### config.mk
export PLATFORM = sky130hd
export DESIGN_NAME = meter_scheduler
export DESIGN_NICKNAME = d
export VERILOG_FILES = /design/src/rtl/meter_pkg.sv /design/src/rtl/btn_sync_edge.sv /design/src/rtl/meter_scheduler.sv
export SDC_FILE = /design/constraint.sdc
export NUM_CORES = 1
export LEC_CHECK = 0
export ABC_AREA = 1
export BUFFER_PORTS_ARGS = -buffer_cell sky130_fd_sc_hd__buf_2
export CELL_PAD_IN_SITES_DETAIL_PLACEMENT = 0
export CELL_PAD_IN_SITES_GLOBAL_PLACEMENT = 1
export CORE_MARGIN = 2
export CORE_UTILIZATION = 45
export CTS_BUF_LIST = sky130_fd_sc_hd__clkbuf_4
export DETAILED_ROUTE_END_ITERATION = 10
export PLACE_DENSITY = 0.81
export SKIP_CTS_REPAIR_TIMING = 1
export SLEW_MARGIN = 20
export SYNTH_ARGS = -nofsm -noshare
export SYNTH_HDL_FRONTEND = slang
export SYNTH_SLANG_ARGS = --single-unit
### constraint.sdc
create_clock -name Clk -period 2.1 [get_ports Clk]
set_input_delay 0.42 -clock Clk [delete_from_list [all_inputs] [get_ports Clk]]
set_output_delay 0.42 -clock Clk [all_outputs]
set_load 0.01 [all_outputs]
### src/rtl/meter_pkg.sv
// meter_pkg: shared types and constants for the meter scheduler.
//   state_t          - scheduler FSM states
//   SEL_*            - MeasSel codes (2'b11 is never driven)
//   MODE_*           - leading display digit per meter
//   DP_*             - decimal-point digit index per meter
//   TIMEOUT_SENTINEL - value stored when a meter never answers
package meter_pkg;

  typedef enum logic [2:0] {
    ST_IDLE,
    ST_START,
    ST_WAIT,
    ST_LATCH,
    ST_HOLD
  } state_t;

  localparam logic [1:0] SEL_FREQ = 2'b00;
  localparam logic [1:0] SEL_PER  = 2'b01;
  localparam logic [1:0] SEL_DUTY = 2'b10;

  localparam logic [3:0] MODE_FREQ = 4'hF;
  localparam logic [3:0] MODE_PER  = 4'hC;
  localparam logic [3:0] MODE_DUTY = 4'hD;

  // kHz and ms both show three decimals, duty shows one
  localparam logic [2:0] DP_FREQ = 3'd3;
  localparam logic [2:0] DP_PER  = 3'd3;
  localparam logic [2:0] DP_DUTY = 3'd1;

  localparam logic [15:0] TIMEOUT_SENTINEL = 16'hFFFF;

  // Round-robin order 00 -> 01 -> 10 -> 00; also used for the display selection.
  function automatic logic [1:0] next_sel(input logic [1:0] sel);
    case (sel)
      SEL_FREQ: next_sel = SEL_PER;
      SEL_PER:  next_sel = SEL_DUTY;
      default:  next_sel = SEL_FREQ;
    endcase
  endfunction

  function automatic logic [3:0] mode_digit(input logic [1:0] sel);
    case (sel)
      SEL_PER:  mode_digit = MODE_PER;
      SEL_DUTY: mode_digit = MODE_DUTY;
      default:  mode_digit = MODE_FREQ;
    endcase
  endfunction

  function automatic logic [2:0] dp_pos(input logic [1:0] sel);
    case (sel)
      SEL_PER:  dp_pos = DP_PER;
      SEL_DUTY: dp_pos = DP_DUTY;
      default:  dp_pos = DP_FREQ;
    endcase
  endfunction

endpackage

### src/rtl/btn_sync_edge.sv
// btn_sync_edge: two-flop synchronizer plus rising-edge detector for a raw
// asynchronous push-button.
//   clk   - system clock
//   rst_n - asynchronous active-low reset (clears all flops)
//   btn   - raw button level
//   rise  - one-cycle pulse, high in the 2nd cycle after btn is seen high
module btn_sync_edge (
  input  logic clk,
  input  logic rst_n,
  input  logic btn,
  output logic rise
);

  logic sync1_q;
  logic sync2_q;
  logic prev_q;

  always_ff @(posedge clk or negedge rst_n) begin
    if (!rst_n) begin
      sync1_q <= 1'b0;
      sync2_q <= 1'b0;
      prev_q  <= 1'b0;
    end else begin
      sync1_q <= btn;
      sync2_q <= sync1_q;
      prev_q  <= sync2_q;
    end
  end

  assign rise = sync2_q & ~prev_q;

endmodule

### src/rtl/meter_scheduler.sv
// meter_scheduler: cycles frequency / period / duty meters round-robin,
// stores each result and drives an 8-digit display word.
//   Clk, Rst_n          - 100 MHz clock, asynchronous active-low reset
//   En                  - run enable; low returns the FSM to IDLE
//   Button              - raw push-button, steps the displayed result
//   MeasDone, MeasValue - meter reply (value valid while MeasDone is high)
//   MeasStart, MeasSel  - meter request pulse and meter select
//   Number, DpSel       - display word and decimal-point digit index
//   Busy, Timeout       - measurement outstanding, sticky no-answer flag
//   state_dbg           - current FSM state
// Optional feature macro: METER_AUTOSCROLL_EN (periodic display stepping).
//
// Meter handshake: MeasStart is a single-cycle request for the meter named
// by MeasSel; the meter replies with a single-cycle MeasDone and MeasValue is
// valid in that same cycle. A reply is accepted only while Busy is high; a
// reply at any other time is dropped.
module meter_scheduler
  import meter_pkg::*;
#(
  parameter int unsigned HOLD_CYCLES    = 100_000_000,
  parameter int unsigned TIMEOUT_CYCLES = 200_000_000,
  parameter int unsigned SCROLL_CYCLES  = 300_000_000
) (
  input  logic        Clk,
  input  logic        Rst_n,
  input  logic        En,
  input  logic        Button,
  input  logic        MeasDone,
  input  logic [15:0] MeasValue,
  output logic        MeasStart,
  output logic [1:0]  MeasSel,
  output logic [31:0] Number,
  output logic [2:0]  DpSel,
  output logic        Busy,
  output logic        Timeout,
  output state_t      state_dbg
);

  state_t      state_q, state_nxt;
  logic [1:0]  sel_q, sel_nxt;
  logic [31:0] cnt_q;
  logic [15:0] result_q [3];
  logic        res_we;
  logic [15:0] res_wdata;
  logic        to_set;
  logic        timeout_q;
  logic [1:0]  disp_q;
  logic        btn_rise;
  logic        disp_step;
  logic [15:0] disp_val;

  // Next-state logic. En low overrides everything, including a reply that
  // arrives in the same cycle.
  always_comb begin
    state_nxt = state_q;
    sel_nxt   = sel_q;
    res_we    = 1'b0;
    res_wdata = MeasValue;
    to_set    = 1'b0;
    if (!En) begin
      state_nxt = ST_IDLE;
    end else begin
      case (state_q)
        ST_IDLE: begin
          state_nxt = ST_START;
          sel_nxt   = SEL_FREQ;
        end
        ST_START: state_nxt = ST_WAIT;
        ST_WAIT: begin
          // a reply in the terminal cycle beats the timeout
          if (MeasDone) begin
            res_we    = 1'b1;
            state_nxt = ST_LATCH;
          end else if (cnt_q == TIMEOUT_CYCLES - 1) begin
            res_we    = 1'b1;
            res_wdata = TIMEOUT_SENTINEL;
            to_set    = 1'b1;
            state_nxt = ST_LATCH;
          end
        end
        ST_LATCH: state_nxt = ST_HOLD;
        ST_HOLD: begin
          if (cnt_q == HOLD_CYCLES - 1) begin
            state_nxt = ST_START;
            sel_nxt   = next_sel(sel_q);
          end
        end
        default: state_nxt = ST_IDLE;
      endcase
    end
  end

  // The shared counter only runs in WAIT and HOLD and restarts from zero on
  // every state change, so it never wraps within a state.
  always_ff @(posedge Clk or negedge Rst_n) begin
    if (!Rst_n) begin
      state_q   <= ST_IDLE;
      sel_q     <= SEL_FREQ;
      cnt_q     <= '0;
      timeout_q <= 1'b0;
    end else begin
      state_q   <= state_nxt;
      sel_q     <= sel_nxt;
      timeout_q <= timeout_q | to_set;
      if ((state_nxt != state_q) || !(state_q inside {ST_WAIT, ST_HOLD}))
        cnt_q <= '0;
      else
        cnt_q <= cnt_q + 32'd1;
    end
  end

  always_ff @(posedge Clk or negedge Rst_n) begin
    if (!Rst_n) begin
      result_q[0] <= '0;
      result_q[1] <= '0;
      result_q[2] <= '0;
    end else if (res_we) begin
      case (sel_q)
        SEL_PER:  result_q[1] <= res_wdata;
        SEL_DUTY: result_q[2] <= res_wdata;
        default:  result_q[0] <= res_wdata;
      endcase
    end
  end

  btn_sync_edge u_btn (
    .clk   (Clk),
    .rst_n (Rst_n),
    .btn   (Button),
    .rise  (btn_rise)
  );

`ifdef METER_AUTOSCROLL_EN
  logic [31:0] scroll_cnt_q;
  logic        scroll_tick;

  assign scroll_tick = En && (scroll_cnt_q == SCROLL_CYCLES - 1);

  // A button press restarts the scroll period; a coincident tick and press
  // step the display only once.
  always_ff @(posedge Clk or negedge Rst_n) begin
    if (!Rst_n)
      scroll_cnt_q <= '0;
    else if (btn_rise || scroll_tick)
      scroll_cnt_q <= '0;
    else if (En)
      scroll_cnt_q <= scroll_cnt_q + 32'd1;
  end

  assign disp_step = btn_rise | scroll_tick;
`else
  assign disp_step = btn_rise;
`endif

  always_ff @(posedge Clk or negedge Rst_n) begin
    if (!Rst_n)
      disp_q <= SEL_FREQ;
    else if (disp_step)
      disp_q <= next_sel(disp_q);
  end

  always_comb begin
    disp_val = result_q[0];
    case (disp_q)
      SEL_PER:  disp_val = result_q[1];
      SEL_DUTY: disp_val = result_q[2];
      default:  disp_val = result_q[0];
    endcase
  end

  assign Number    = {mode_digit(disp_q), 12'h000, disp_val};
  assign DpSel     = dp_pos(disp_q);
  assign MeasStart = (state_q == ST_START);
  assign Busy      = (state_q == ST_WAIT);
  assign MeasSel   = sel_q;
  assign Timeout   = timeout_q;
  assign state_dbg = state_q;

endmodule
## Word level (Yosys, flattened, before mapping)

Index checks and enable logic that the tools add are counted.

- Register bits after elaboration: 91
- Bits of input ports: 21
- Word-level logic and storage cells: 64

- Add/subtract/negate cells: 1
- Eq/ne operators: 12
- Muxes and demuxes: 24
- Bitwise logic cells: 4
- Reduce and logical (&&, ||, !) cells: 12

Operators with widths:

| kind | number |
|---|---|
| 2-to-1 mux 16 bit | 4 |
| adder 32 x 1 -> 32 bit (second input constant) | 1 |
| == test 32 x 27 -> 1 bit (second input constant) | 1 |
| == test 32 x 28 -> 1 bit (second input constant) | 1 |
| 2-to-1 mux 32 bit | 1 |
| one-hot mux 16 bit (2 select lines) | 1 |
| one-hot mux 2 bit (2 select lines) | 4 |
| one-hot mux 3 bit (5 select lines) | 1 |
| 2-to-1 mux 3 bit | 4 |
| 2-to-1 mux 1 bit | 7 |
| == test 3 x 2 -> 1 bit (second input constant) | 2 |
| AND reduction 2 bit | 3 |
| == test 2 x 1 -> 1 bit (second input constant) | 2 |
| == test 2 bit (second input constant) | 2 |
| logical NOT 2 bit | 2 |
| 2-to-1 mux 2 bit | 2 |
| nonzero test 2 bit | 2 |
| == test 3 x 1 -> 1 bit (second input constant) | 1 |
| == test 3 bit (second input constant) | 1 |
| logical NOT 3 bit | 1 |
| inequality test 3 bit | 1 |
| AND reduction 3 bit | 1 |
| inequality test 2 bit (second input constant) | 1 |
| NOT 1 bit | 2 |
| other kinds (5) | 5 |

## Logic depth before layout (Yosys ltp)

- Depth in word-level cells: 8
- Depth in mapped cells: 14
- Gate-level depth less buffers: 12

## By module

From an unflattened synthesis, not the netlist that was laid out.

- Cells, all modules: 650
- Area, all modules: 5226.3 um2

By module, submodules not included:

| module | times used | cells an instance | area each (um2) | seq. area each (um2) |
|---|---|---|---|---|
| meter_scheduler | 1 | 645 | 5141.2 | 2202.1 |
| btn_sync_edge | 1 | 5 | 85.1 | 75.1 |

## Least setup slack after synthesis

No wires, ideal clock.

- Kind: reg2out
- Start point: register disp_q[0]
- End point: output port Number[0]
- Arrival time: 1.619 ns
- Slack: 0.061 ns
- Cell stages (with the launch flop): 8
- Cell sequence: dfrtp_1 -> inv_1 -> ha_1 -> clkbuf_1 -> clkinv_1 -> buf_1 -> a21oi_1 -> a21oi_1

- Word-level cells in the longest chain between the ends: 2

Ends and longest elaborated chain:

| what | RTL line | source |
|---|---|---|
| start, declared | meter_scheduler.sv:47 | `logic [1:0] disp_q;` |
| start signal, assigned | meter_scheduler.sv:159 | `disp_q <= next_sel(disp_q);` |
| == test 2 bit / == test 2 x 1 -> 1 bit (equally long branches) | meter_scheduler.sv:164 | `case (disp_q)` |
| one-hot mux 16 bit (2 select lines) (*) | meter_scheduler.sv:164 |  |
| end, declared | meter_scheduler.sv:32 | `output logic [31:0] Number,` |

Mark *: on every way between the ends. The rest lies on a longest branch, timed or not.

## Worst setup path after layout

- Start point: register disp_q[0]
- End point: output port Number[2]

The elaborated chain is that of the path after synthesis.

==> reports/results.md <==
| Result | This run | Unit |
| --- | --- | --- |
| Status | complete, but fails checks | - |
| Violated checks | setup timing | - |
| Overall die height | 111.3 | um |
| Worst Path Buf+Inv | 4 | - |
| Final Routed Wirelength | 12140 | um |
| Cell area after synthesis | 5180 | um^2 |
| Yosys warning count | 0 | - |
| Latest clock arrival within the worst-skew pair | 0.47 | ns |
| Overflow after GRT | 0 | - |
| IO Count | 64 | - |
| CTS tree | yes | - |
| Proportion of layout cells with a drive suffix above 1 | 0.2240 | - |
| Chip Width | 111.3 | um |
| Residual antenna-violating net count after detailed routing | 0 | - |
| Average wire length per cell after detail routing | 14.37 | um |
| Crit path cell chain | inv_2 -> ha_4 -> inv_2 -> buf_12 -> a21oi_1 -> a21oi_1 -> buf_2 | - |
| Via-to-Cell Ratio | 4.978 | - |
| Portion of the clock cycle consumed by the worst path in the final layout | 1.072 | - |
| Via count of the first global-routing pass | 4052 | - |
| Number of library cell types mapped by synthesis | 33 | - |
| Clock root buffer | clkbuf_4 | - |
| Final period demand of the worst path | 2.250 | ns |
| Most frequent cell after synthesis | nand2_1 | - |
| Utilization after layout | 0.5154 | - |
| Mapped Avg Cell Area | 8.019 | um^2 |
| Number of max-cap violations | 0 | - |
| Minimum setup slack after placement | 0.01730 | ns |
| Row count | 39 | - |
| CTS Buf Count | 9 | - |
| Type of the worst setup path | register to primary output | - |
| Global-route wire length before repair | 19770 | um |
| Pins over their slew limit | 0 | - |
| Endpoint kind of the worst setup timing path | primary output | - |
| GRT Util Overall | 0.1986 | - |
| Synth-to-layout area growth | 12.63 | % |
| Type of origin of the critical path | register | - |
| Number of sinks driven by the clock tree | 91 | - |
| Crit path largest cell delay | 0.43 | ns |
| Slowest stage cell, crit path | dfrtp_1 | - |
| Pin count of the biggest net entering global routing | 39 | - |
| Area contributors post-synth | dfrtp_1 (44%), nand2_1 (12%), inv_1 (4.7%) | - |
| Number of hold-slack violations in the final timing report | 0 | - |
| Vias after detailed routing | 4206 | - |
| Worst Path Max Fanout | 17 | - |
| Async set-or-reset flop fraction in the synthesized netlist | 1.000 | - |
| Static Leak | 2.690 | nW |
| Post-layout total power | 4.572 | mW |
| Filler cells | 1117 | - |
| Post-route DRC violation count | 0 | - |
| Core Box Area | 11320 | um^2 |
| H-Tree Level Count | 3 | - |
| First DRT Iteration DRCs | 372 | - |
| Final Worst Setup Slack | -0.1503 | ns |
| Post-synthesis sequential element count | 91 | - |
| Die outline area | 12390 | um^2 |
| Maximum VDD drop | 0.0006083 | V |
| Reg clk slew, reported paths | 0.13 | ns |
| Type of the most critical hold path | primary input to register | - |
| Final setup viols | 16 | - |
| Library cell occupying the most area in the post-synthesis netlist | dfrtp_1 | - |
| Number of enable-type register cells in the synthesized netlist | 0 | - |
| Data arrival time of the critical path | 1.83 | ns |
| Sequential area share after synthesis | 0.4396 | - |
| Maximum buffer depth of the clock tree | 2 | - |
| Synth top cells by count | nand2_1 (163), dfrtp_1 (91), inv_1 (65), nor2_1 (61), a21oi_1 (36) | - |
| TritonRoute pass-1 iters | 4 | - |
| Worst clock skew | 0.02722 | ns |
| Max Clk Rate | 0.4444 | GHz |
| RSZ-0062 raised after global routing | true | - |
| Post-detailed-placement half-perimeter wirelength | 8017 | um |
| Initial core utilization | 0.4576 | - |
| Critical path's top delay family | buffers and inverters | - |
| Prevailing post-synth register cell | dfrtp_1 | - |
| WP data required | 1.68 | ns |
| Top cell type's share of synthesized area | 0.4396 | - |
| Nets | 726 | - |
| Routability congestion estimate from global placement | 0.8668 | - |
| Buffers added on ports | 47 | - |
| Number of antenna violations at the first check in global routing | 1 | - |
| Number of instances in the synthesized netlist | 646 | - |
| Pwr dens | 783.6 | nW/um^2 |
==> registers in the layout, summed over array words and instances (netlist names) <==
| signal | cells |
|---|---|
| MeasSel | 2 |
| Timeout | 1 |
| cnt_q | 32 |
| disp_q | 2 |
| result_q | 48 |
| state_dbg | 3 |
| u_btn.prev_q | 1 |
| u_btn.sync1_q | 1 |
| u_btn.sync2_q | 1 |
==> cell families (layout without fill, tap and decap cells) <==
group / Yosys count / in the layout / synth area share
and+or+nand+nor: 307 / 309 / 0.2766
buffers and inverters: 122 / 161 / 0.1181
DFF: 91 / 91 / 0.4396
AOI/OAI and AO/OA: 89 / 89 / 0.09855
xor gates and xnor gates: 26 / 26 / 0.04396
adders and majority gates: 9 / 9 / 0.02174
other: 2 / 17 / 0.001450
==> power breakdown <==
group | total (mW) | switching, mW | leakage (nW) | internal [mW]
clock | 1.15 | 0.657 | 0.0792 | 0.490
combinational | 1.36 | 0.816 | 1.38 | 0.540
sequential | 2.07 | 0.117 | 1.23 | 1.95
==> cells in the final DEF (no fill, tap or decap), types with 8 or more instances in the layout <==
master / Yosys / routed
nor3_1: 33 / 33
inv_1: 65 / 63
a21oi_2: 0 / 9
conb_1: 2 / 16
o21ai_1: 33 / 33
dfrtp_1: 91 / 90
nand2_1: 163 / 163
xor2_1: 19 / 19
inv_2: 14 / 17
nor3_2: 21 / 21
clkbuf_4: 0 / 9
nand4_1: 8 / 8
nor2_1: 61 / 61
o21ai_2: 16 / 16
buf_2: 4 / 46
nand3_1: 12 / 12
a21oi_1: 36 / 27
buf_4: 19 / 8
==> worst register-to-register path, cell delays in order, from the launching register on <==
cell	delay, ns
dfrtp_1	0.43
ha_4	0.17
nand3_2	0.11
clkinv_2	0.10
nand2_4	0.07
nor2_1	0.11
nand2_1	0.06
nand2_1	0.07
nand2_2	0.06
clkinv_2	0.16
nand3_4	0.36
nand2_1	0.20
o21ai_2	0.06
==> path summary, 6_finish.rpt <==
kind | start | end | slack [ns] | cells after the start
min in group asynchronous | Rst_n | result_q[19] | 0.41 | 2
setup / recovery | disp_q[0] | Number[2] | -0.15 | 7
hold reg to reg | u_btn.sync1_q | u_btn.sync2_q | 0.38 | 0
setup reg to reg | cnt_q[1] | result_q[4] | 0.06 | 12
max in group asynchronous | Rst_n | cnt_q[0] | 0.99 | 3
hold / removal | Button | u_btn.sync1_q | 0.07 | 1
==> per-stage QoR <==
stage          cells  instance area, um^2  setup TNS (ns)  hold WS [ns]
2_1_floorplan    660                 5233               0        0.1244
3_3_place_gp     821                 5505               0        0.3403
3_5_place_dp     821                 5505               0        0.3386
4_1_cts          837                 5673          -4.289       -0.1438
5_1_grt          845                 5834          -6.386       0.02583
6_report         845                 5834          -1.420       0.07015
==> per-layer routing <==
| layer | vias to the layer above | share of wire | track usage |
|---|---|---|---|
| met2 | 74 | 0.49 | 0.3159 |
| met1 | 1999 | 0.46 | 0.2656 |
| met3 | 17 | 0.031 | 0.03882 |
| li1 | 2116 | - | - |
| met5 | - | 0 | 0 |
| met4 | 0 | 0.018 | 0.08477 |
==> area by class of cell <==
cell class / count / area (um^2) / share of cell area
timing repair buffer: 63 / 456.7 / 0.07828
clock inverter: 7 / 100.1 / 0.01716
tap: 143 / 178.9 / 0.03067
inverter: 82 / 310.3 / 0.05318
multi-input combinational: 449 / 2440 / 0.4182
sequential: 91 / 2278 / 0.3905
antenna: 1 / 2.502 / 0.0004289
clock buffer: 9 / 67.56 / 0.01158
Note: power is estimated with default switching activity, not from simulation.
